===== src/rtl/branch_predict_unit.sv =====
// Branch history table of saturating counters with misprediction flush/restore
// and saturating branch / mispredict statistics.
module branch_predict_unit #(
   parameter int PC_W     = 32,
   parameter int IDX_W    = 6,
   parameter int CNT_W    = 2,
   parameter int INIT_CNT = 1,
   parameter int PERF_W   = 16
) (
   input  logic              clk,
   input  logic              rst_n,
   input  logic [PC_W-1:0]   pc_if,
   output logic              predict_taken,
   input  logic              resolve_valid,
   input  logic [6:0]        resolve_opcode,
   input  logic [PC_W-1:0]   resolve_pc,
   input  logic              take_branch,
   input  logic              prediction_checkout_ex_mem,
   output logic              clear,
   output logic              pc_restore,
   output logic [PERF_W-1:0] mispredict_cnt,
   output logic [PERF_W-1:0] branch_cnt
);

   localparam int              DEPTH     = 1 << IDX_W;
   localparam logic [6:0]      OP_BRANCH = 7'b1100011;
   localparam logic [CNT_W-1:0] CNT_MAX  = '1;
   localparam logic [CNT_W-1:0] CNT_INIT = CNT_W'(INIT_CNT);
   localparam logic [PERF_W-1:0] PERF_MAX = '1;

   logic [DEPTH-1:0][CNT_W-1:0] bht_q, bht_d;
   logic [PERF_W-1:0]           branch_cnt_q, branch_cnt_d;
   logic [PERF_W-1:0]           mispredict_cnt_q, mispredict_cnt_d;

   logic             res_event;
   logic [IDX_W-1:0] idx_if, idx_res;
   logic [CNT_W-1:0] cur_cnt, nxt_cnt;

   assign res_event = resolve_valid & (resolve_opcode == OP_BRANCH);
   assign idx_if    = pc_if[IDX_W+1:2];
   assign idx_res   = resolve_pc[IDX_W+1:2];

   // Lookup reads the registered table only, so a same-cycle update is not bypassed.
   assign predict_taken = bht_q[idx_if][CNT_W-1];

   assign clear      = res_event & (take_branch != prediction_checkout_ex_mem);
   assign pc_restore = res_event & prediction_checkout_ex_mem & ~take_branch;

   assign cur_cnt = bht_q[idx_res];

   always_comb begin
      nxt_cnt = cur_cnt;
      if (take_branch) begin
         if (cur_cnt != CNT_MAX) nxt_cnt = cur_cnt + 1'b1;
      end else begin
         if (cur_cnt != '0) nxt_cnt = cur_cnt - 1'b1;
      end
   end

   always_comb begin
      bht_d            = bht_q;
      branch_cnt_d     = branch_cnt_q;
      mispredict_cnt_d = mispredict_cnt_q;
      if (res_event) begin
         bht_d[idx_res] = nxt_cnt;
         if (branch_cnt_q != PERF_MAX) branch_cnt_d = branch_cnt_q + 1'b1;
         if (clear && (mispredict_cnt_q != PERF_MAX))
            mispredict_cnt_d = mispredict_cnt_q + 1'b1;
      end
   end

   always_ff @(posedge clk) begin
      if (!rst_n) begin
         bht_q            <= {DEPTH{CNT_INIT}};
         branch_cnt_q     <= '0;
         mispredict_cnt_q <= '0;
      end else begin
         bht_q            <= bht_d;
         branch_cnt_q     <= branch_cnt_d;
         mispredict_cnt_q <= mispredict_cnt_d;
      end
   end

   assign branch_cnt     = branch_cnt_q;
   assign mispredict_cnt = mispredict_cnt_q;

endmodule


===== config.mk =====
export PLATFORM = sky130hd
export DESIGN_NAME = branch_predict_unit
export DESIGN_NICKNAME = d
export VERILOG_FILES = /design/src/rtl/branch_predict_unit.sv
export SDC_FILE = /design/constraint.sdc
export NUM_CORES = 1
export LEC_CHECK = 0
export CAP_MARGIN = 25
export CORE_ASPECT_RATIO = 1.75
export CORE_MARGIN = 2
export CORE_UTILIZATION = 45
export CTS_BUF_LIST = sky130_fd_sc_hd__clkbuf_4 sky130_fd_sc_hd__clkbuf_8 sky130_fd_sc_hd__clkbuf_16
export DETAILED_ROUTE_END_ITERATION = 16
export GPL_ROUTABILITY_DRIVEN = 0
export PLACE_DENSITY = 0.67
export REMOVE_ABC_BUFFERS = 1
export SYNTH_ARGS = -nofsm -noshare
export SYNTH_HDL_FRONTEND = slang
export SYNTH_SLANG_ARGS = --single-unit

===== constraint.sdc =====
create_clock -name clk -period 3.2 [get_ports clk]
set_clock_uncertainty 0.15 [all_clocks]
set_input_delay 0.32 -clock clk [delete_from_list [all_inputs] [get_ports clk]]
set_output_delay 0.32 -clock clk [all_outputs]
set_load 0.01 [all_outputs]

==> results of run 1 <==
[through the flow]
stage / area [um^2] / setup TNS [ns] / worst slack, ns
floorplan: 7712 / 0 / 0.05071
global placement: 9284 / -1.408 / -0.2892
detailed placement: 9284 / -2.657 / -0.3094
CTS: 9968 / 0 / 0.04944
global route: 9968 / 0 / 0.03192
finish: 9968 / 0 / 0.05562
[registers in the layout (all words and copies together), names as in the netlist]
name            count
bht_q             128
branch_cnt         16
mispredict_cnt     16
[timing repair]
item | in CTS | in global routing
setup buffers | 0 | 0
gates resized for setup | 2 | 0
endpoints found under the setup margin | 1 | 0
[power groups by stage]
stage                     clock network [mW]  registers, mW  logic, mW
final                                   2.27           1.99      0.455
after global routing                    2.39           1.99      0.480
after CTS                               2.30           1.99      0.450
after detailed placement                   0           2.04      0.444
after global placement                     0           2.04      0.444
after floorplan                            0           2.04      0.161
[worst paths after layout]
| check | slack (ns) | cells past startpoint | end |
|---|---|---|---|
| max reg2reg | 0.51 | 9 | bht_q[112] |
| max | 0.06 | 6 | predict_taken |
| min | 0.07 | 2 | bht_q[8] |
| min reg2reg | 0.33 | 2 | bht_q[124] |
[layout by cell type, fill, tap and decap left out, drive strengths merged, types with 8 or more instances in the layout]
cell,count
xor2,15
clkbuf,19
buf,71
clkdlybuf4s50,53
xnor2,9
a211oi,25
o311ai,54
mux4,27
mux2,15
a21oi,53
o21ai,106
nand3,16
nand2,49
and4,8
mux2i,18
dfxtp,160
or3,11
nor2,122
o211ai,11
[final cells by class]
| type | instances | area share [%] |
|---|---|---|
| Tap cell | 234 | 2.937 |
| Multi-Input combinational cell | 639 | 45.01 |
| Timing Repair Buffer | 127 | 13.13 |
| Clock inverter | 12 | 2.084 |
| Clock buffer | 19 | 4.481 |
| Inverter | 6 | 0.2259 |
| Sequential cell | 160 | 32.13 |
[kinds of logic after synthesis]
kind of cell / after synthesis / synth area share [%]
AOI/OAI and AO/OA: 299 / 25.29
DFF: 160 / 39.01
muxes: 60 / 11.79
xor gates and xnor gates: 24 / 2.560
and+or+nand+nor: 252 / 14.38
adders and majority gates: 4 / 0.6094
buffers and inverters: 93 / 6.354
[layer usage]
metal,wire length (um),part of all wire [%]
met5,0,0
met4,1272,5.3
met3,1339,5.6
met2,12200,51
met1,9096,38
[worst max-delay path, stage by stage]
cell and delay, ns:
dlygate4sd2_1 0.28, bufbuf_16 0.31, mux4_2 0.50, mux4_2 0.50, mux4_2 0.46, dlygate4sd2_1 0.30
==> results.toml, run 1 <==
[global_route]
grt_max_degree = 87
met2_usage_pct = 43.72
grt.overflow.total = 0
grt_pass1_vias = 7242
antenna_found_initial = 0
grt_use_met1_pct = 28.94
grt.total_usage_pct = 25.40
grt_busiest_layer = "met2"
grt_pass1_wl_um = 38120
met3_usage_pct = 4.464

[power_and_ir_drop]
ir_worst_vdd_v = 0.0003297
p_sw_mw = 1.128
internal-power_mw = 3.593
power_frac_seq_pct = 42.2
combPwrFrac_pct = 9.6
powerDensity_mw_per_mm2 = 473.6
p_leak_nw = 3.437
p_clk_share_pct = 48.2
power_mw = 4.721
netSwitchingFraction_pct = 23.89

[worst_setup_path]
critical_path_class = "in -> out"
endpoint_kind = "output port"
startpoint = "pc_if[2]"
crit_fanout = 8
arrival_ns = 2.67
worstSetupStartpointType = "input port"
reg2reg_from = "bht_q[74]"
required_ns = 2.73

[final_layout]
n_antenna_cell = 0
multi_input_area_mm2 = 0.004487
final-seq-area_mm2 = 0.003203
utilization_pct = 55.46
drive_above_1_share_pct = 17.86
area_growth_pct = 21.39
nFillCells = 1589
layout.cells.non_filler = 1197
nets = 1029

[logic_synthesis]
synthArstFlopShare_pct = 0
synth_edf_count = 0
synth.most_common_cell = "dfxtp_1"
seq_area_frac_synth_pct = 39.01
synth.top_cells.by_area = "dfxtp_1, mux4_2, o21ai_0"
synth_seq_cells = 160
syn-cell-area_mm2 = 0.008212
syn_inst = 892
ys_types = 70
netlist.area_leader.share_pct = 39.01
synth-main-ff-cell = "dfxtp_1"
syn_area_per_cell_um2 = 9.206
yosys_warnings = 0
synth_common_cells = "dfxtp_1, nor2_1, o21ai_0"
yosysTopAreaCell = "dfxtp_1"

[route]
drc_errors = 0
wire_per_inst_um = 19.97
drtPass1Iterations = 5
via_per_inst = 6.175
num_vias = 7392
drt_iter0_markers = 513
routed_wirelength_um = 23910
antenna_left = 0

[placement]
port_buffers = 58
dp.final_hpwl_um = 16210
dp_cells = 1165

[sta]
worstMarginPinSlew_ns = 0.7037
setup_violations = 0
rsz0062_at_grt = "no"
hold_viol_final = 0
period_share_pct = 98.26
slew_headroom_pct = 52.91
max_freq_mhz = 318.0
holdWs_ns = 0.07469
fin_crit_ns = 3.144
maxSlewViolCount = 0

[flow_run]
max_cap_viol_count = 0

[status]
outcome = "completed"

[clock_network]
htreeDepth = 4
cts_sinks = 160
clk_latency_ns = 0.44
clock_path_buffers = 2
cts-root-buf = "clkbuf_16"
cts_tree = "yes"
hold_buffers = 0
cts_buffers = 17
clk_pin_slew_ns = 0.06

[floorplan]
rows = 65
die-area_mm2 = 0.01939
die_h_um = 182.7
core_area_mm2 = 0.01797
initial_utilization_pct = 45.69
die_width_um = 106.1
io_pins = 111

[worst_hold_path]
hp-class = "in -> reg"
hp-start = "rst_n"
Power figures use the tool's default switching activity.
==> run 2, diff against run 1 <==
--- a/config.mk
+++ b/config.mk
@@ -10,8 +10,10 @@
 export CORE_MARGIN = 2
 export CORE_UTILIZATION = 45
 export CTS_BUF_LIST = sky130_fd_sc_hd__clkbuf_4 sky130_fd_sc_hd__clkbuf_8 sky130_fd_sc_hd__clkbuf_16
+export CTS_CLUSTER_DIAMETER = 120
 export DETAILED_ROUTE_END_ITERATION = 16
 export GPL_ROUTABILITY_DRIVEN = 0
+export MAX_ROUTING_LAYER = met4
 export PLACE_DENSITY = 0.67
 export REMOVE_ABC_BUFFERS = 1
 export SYNTH_ARGS = -nofsm -noshare
==> results.toml, run 2 (synthesis gave the netlist of run 1 again) <==
[status]
outcome = "completed"

[floorplan]
die_width_um = 106.1
initial_utilization_pct = 45.69
die-area_mm2 = 0.01939
die_h_um = 182.7
io_pins = 111
core_area_mm2 = 0.01797
rows = 65

[clock_network]
post_cts_buffers = 0
cts_sinks = 160
clk_pin_slew_ns = 0.06
clk_latency_ns = 0.44
clock_path_buffers = 2
hold_buffers = 0
cts_tree = "yes"
cts_buffers = 17
cts-root-buf = "clkbuf_16"
htreeDepth = 4

[route]
via_per_inst = 6.171
antenna_left = 0
drtPass1Iterations = 5
drc_errors = 0
wire_per_inst_um = 20.01
drt_iter0_markers = 498
num_vias = 7387
routed_wirelength_um = 23950

[sta]
fin_setup_tns_ns = 0
period_share_pct = 98.40
worstMarginPinSlew_ns = 0.7136
hold_viol_final = 0
fin_crit_ns = 3.149
max_freq_mhz = 317.6
slew_headroom_pct = 52.25
maxSlewViolCount = 0
rsz0062_at_grt = "no"
setup_violations = 0

[final_layout]
largest_reg_flops = 128
area_growth_pct = 21.39
nets = 1029
drive_above_1_share_pct = 17.86
utilization_pct = 55.46
layout.cells.non_filler = 1197
final_cell_mix = "dfxtp_1, nor2_1, o21ai_0"
n_antenna_cell = 0
layout_commonest_cell = "dfxtp_1"
design_area_mm2 = 0.009968
regMostFlops = "bht_q"

[worst_hold_path]
min_path_cells = 2
hp-start = "rst_n"
hold_end = "bht_q[8]"
hp-class = "in -> reg"

[global_route]
grt_max_degree = 87
grt_pass1_vias = 7238
antenna_found_initial = 0
grt.total_usage_pct = 26.12
grt.overflow.total = 0
grt_pass1_wl_um = 38150

[flow_run]
max_cap_viol_count = 0

[worst_setup_path]
critical_path_class = "in -> out"
arrival_ns = 2.68
endpoint_kind = "output port"
worstRegToRegCells = 9
rrSetupSlack_ns = 0.50
reg2reg_from = "bht_q[74]"
crit_fanout = 8
required_ns = 2.73
r2r-end = "bht_q[112]"
worstSetupStartpointType = "input port"

[power_and_ir_drop]
p_leak_nw = 3.437
power_mw = 4.720
ir_worst_vdd_v = 0.0003305
powerDensity_mw_per_mm2 = 473.5

[placement]
dp_cells = 1165
placed_cell_area_mm2 = 0.009284
port_buffers = 58
dp.final_hpwl_um = 16210
-- run 2: cell counts in the layout (fill, tap and decap cells not counted) --
No cell type changed its count.
-- run 2: area by class of cell --
type	instances	area [um^2]
clock buffers	19	446.7
clock inverters	12	207.7
fillers	1589	8005
inverters	6	22.52
multi-input cells	639	4487
flip-flops and latches	160	3203
well taps	234	292.8
repair buffers	127	1309
-- run 2: worst max path at each step --
| stage | slack [ns] | end | cells past startpoint | startpoint |
|---|---|---|---|---|
| global placement | -0.29 | predict_taken | 6 | pc_if[2] |
| CTS | 0.05 | predict_taken | 6 | pc_if[2] |
| global route | 0.03 | predict_taken | 6 | pc_if[2] |
| detailed placement | -0.31 | predict_taken | 6 | pc_if[2] |
| floorplan | 0.05 | bht_q[115] | 6 | resolve_pc[6] |
| finish | 0.05 | predict_taken | 6 | pc_if[2] |
-- run 2: per-stage QoR --
step                      hold slack, ns  setup WS [ns]
after floorplan                   0.2434        0.05071
after global placement            0.3103        -0.2892
after detailed placement          0.3195        -0.3094
after CTS                        0.05502        0.04944
after global routing             0.06934        0.03190
final                            0.06941        0.05105
-- run 2: report_power, final --
group | total [mW] | switching (mW) | internal, mW | leakage [nW]
registers | 1.99 | 0.000206 | 1.99 | 1.29
logic | 0.454 | 0.267 | 0.187 | 1.84
clock network | 2.28 | 0.860 | 1.41 | 0.309
-- run 2: per-layer routing --
layer / vias up / part of all wire (%) / track usage [%]
li1: 3462 / - / -
met1: 3554 / 38 / 28.91
met2: 281 / 51 / 43.82
met3: 90 / 5.4 / 4.250
met4: 0 / 5.3 / 15.47
met5: - / 0 / -
-- run 2: timing repair --
item | CTS | global route
endpoints found under the hold margin | 0 | 0
setup endpoints to repair | 1 | 0
resized for setup | 2 | 0
-- run 2: critical path: stages --
cell	delay, ns
dlygate4sd2_1	0.28
bufbuf_16	0.31
mux4_2	0.50
mux4_2	0.50
mux4_2	0.46
dlygate4sd2_1	0.30
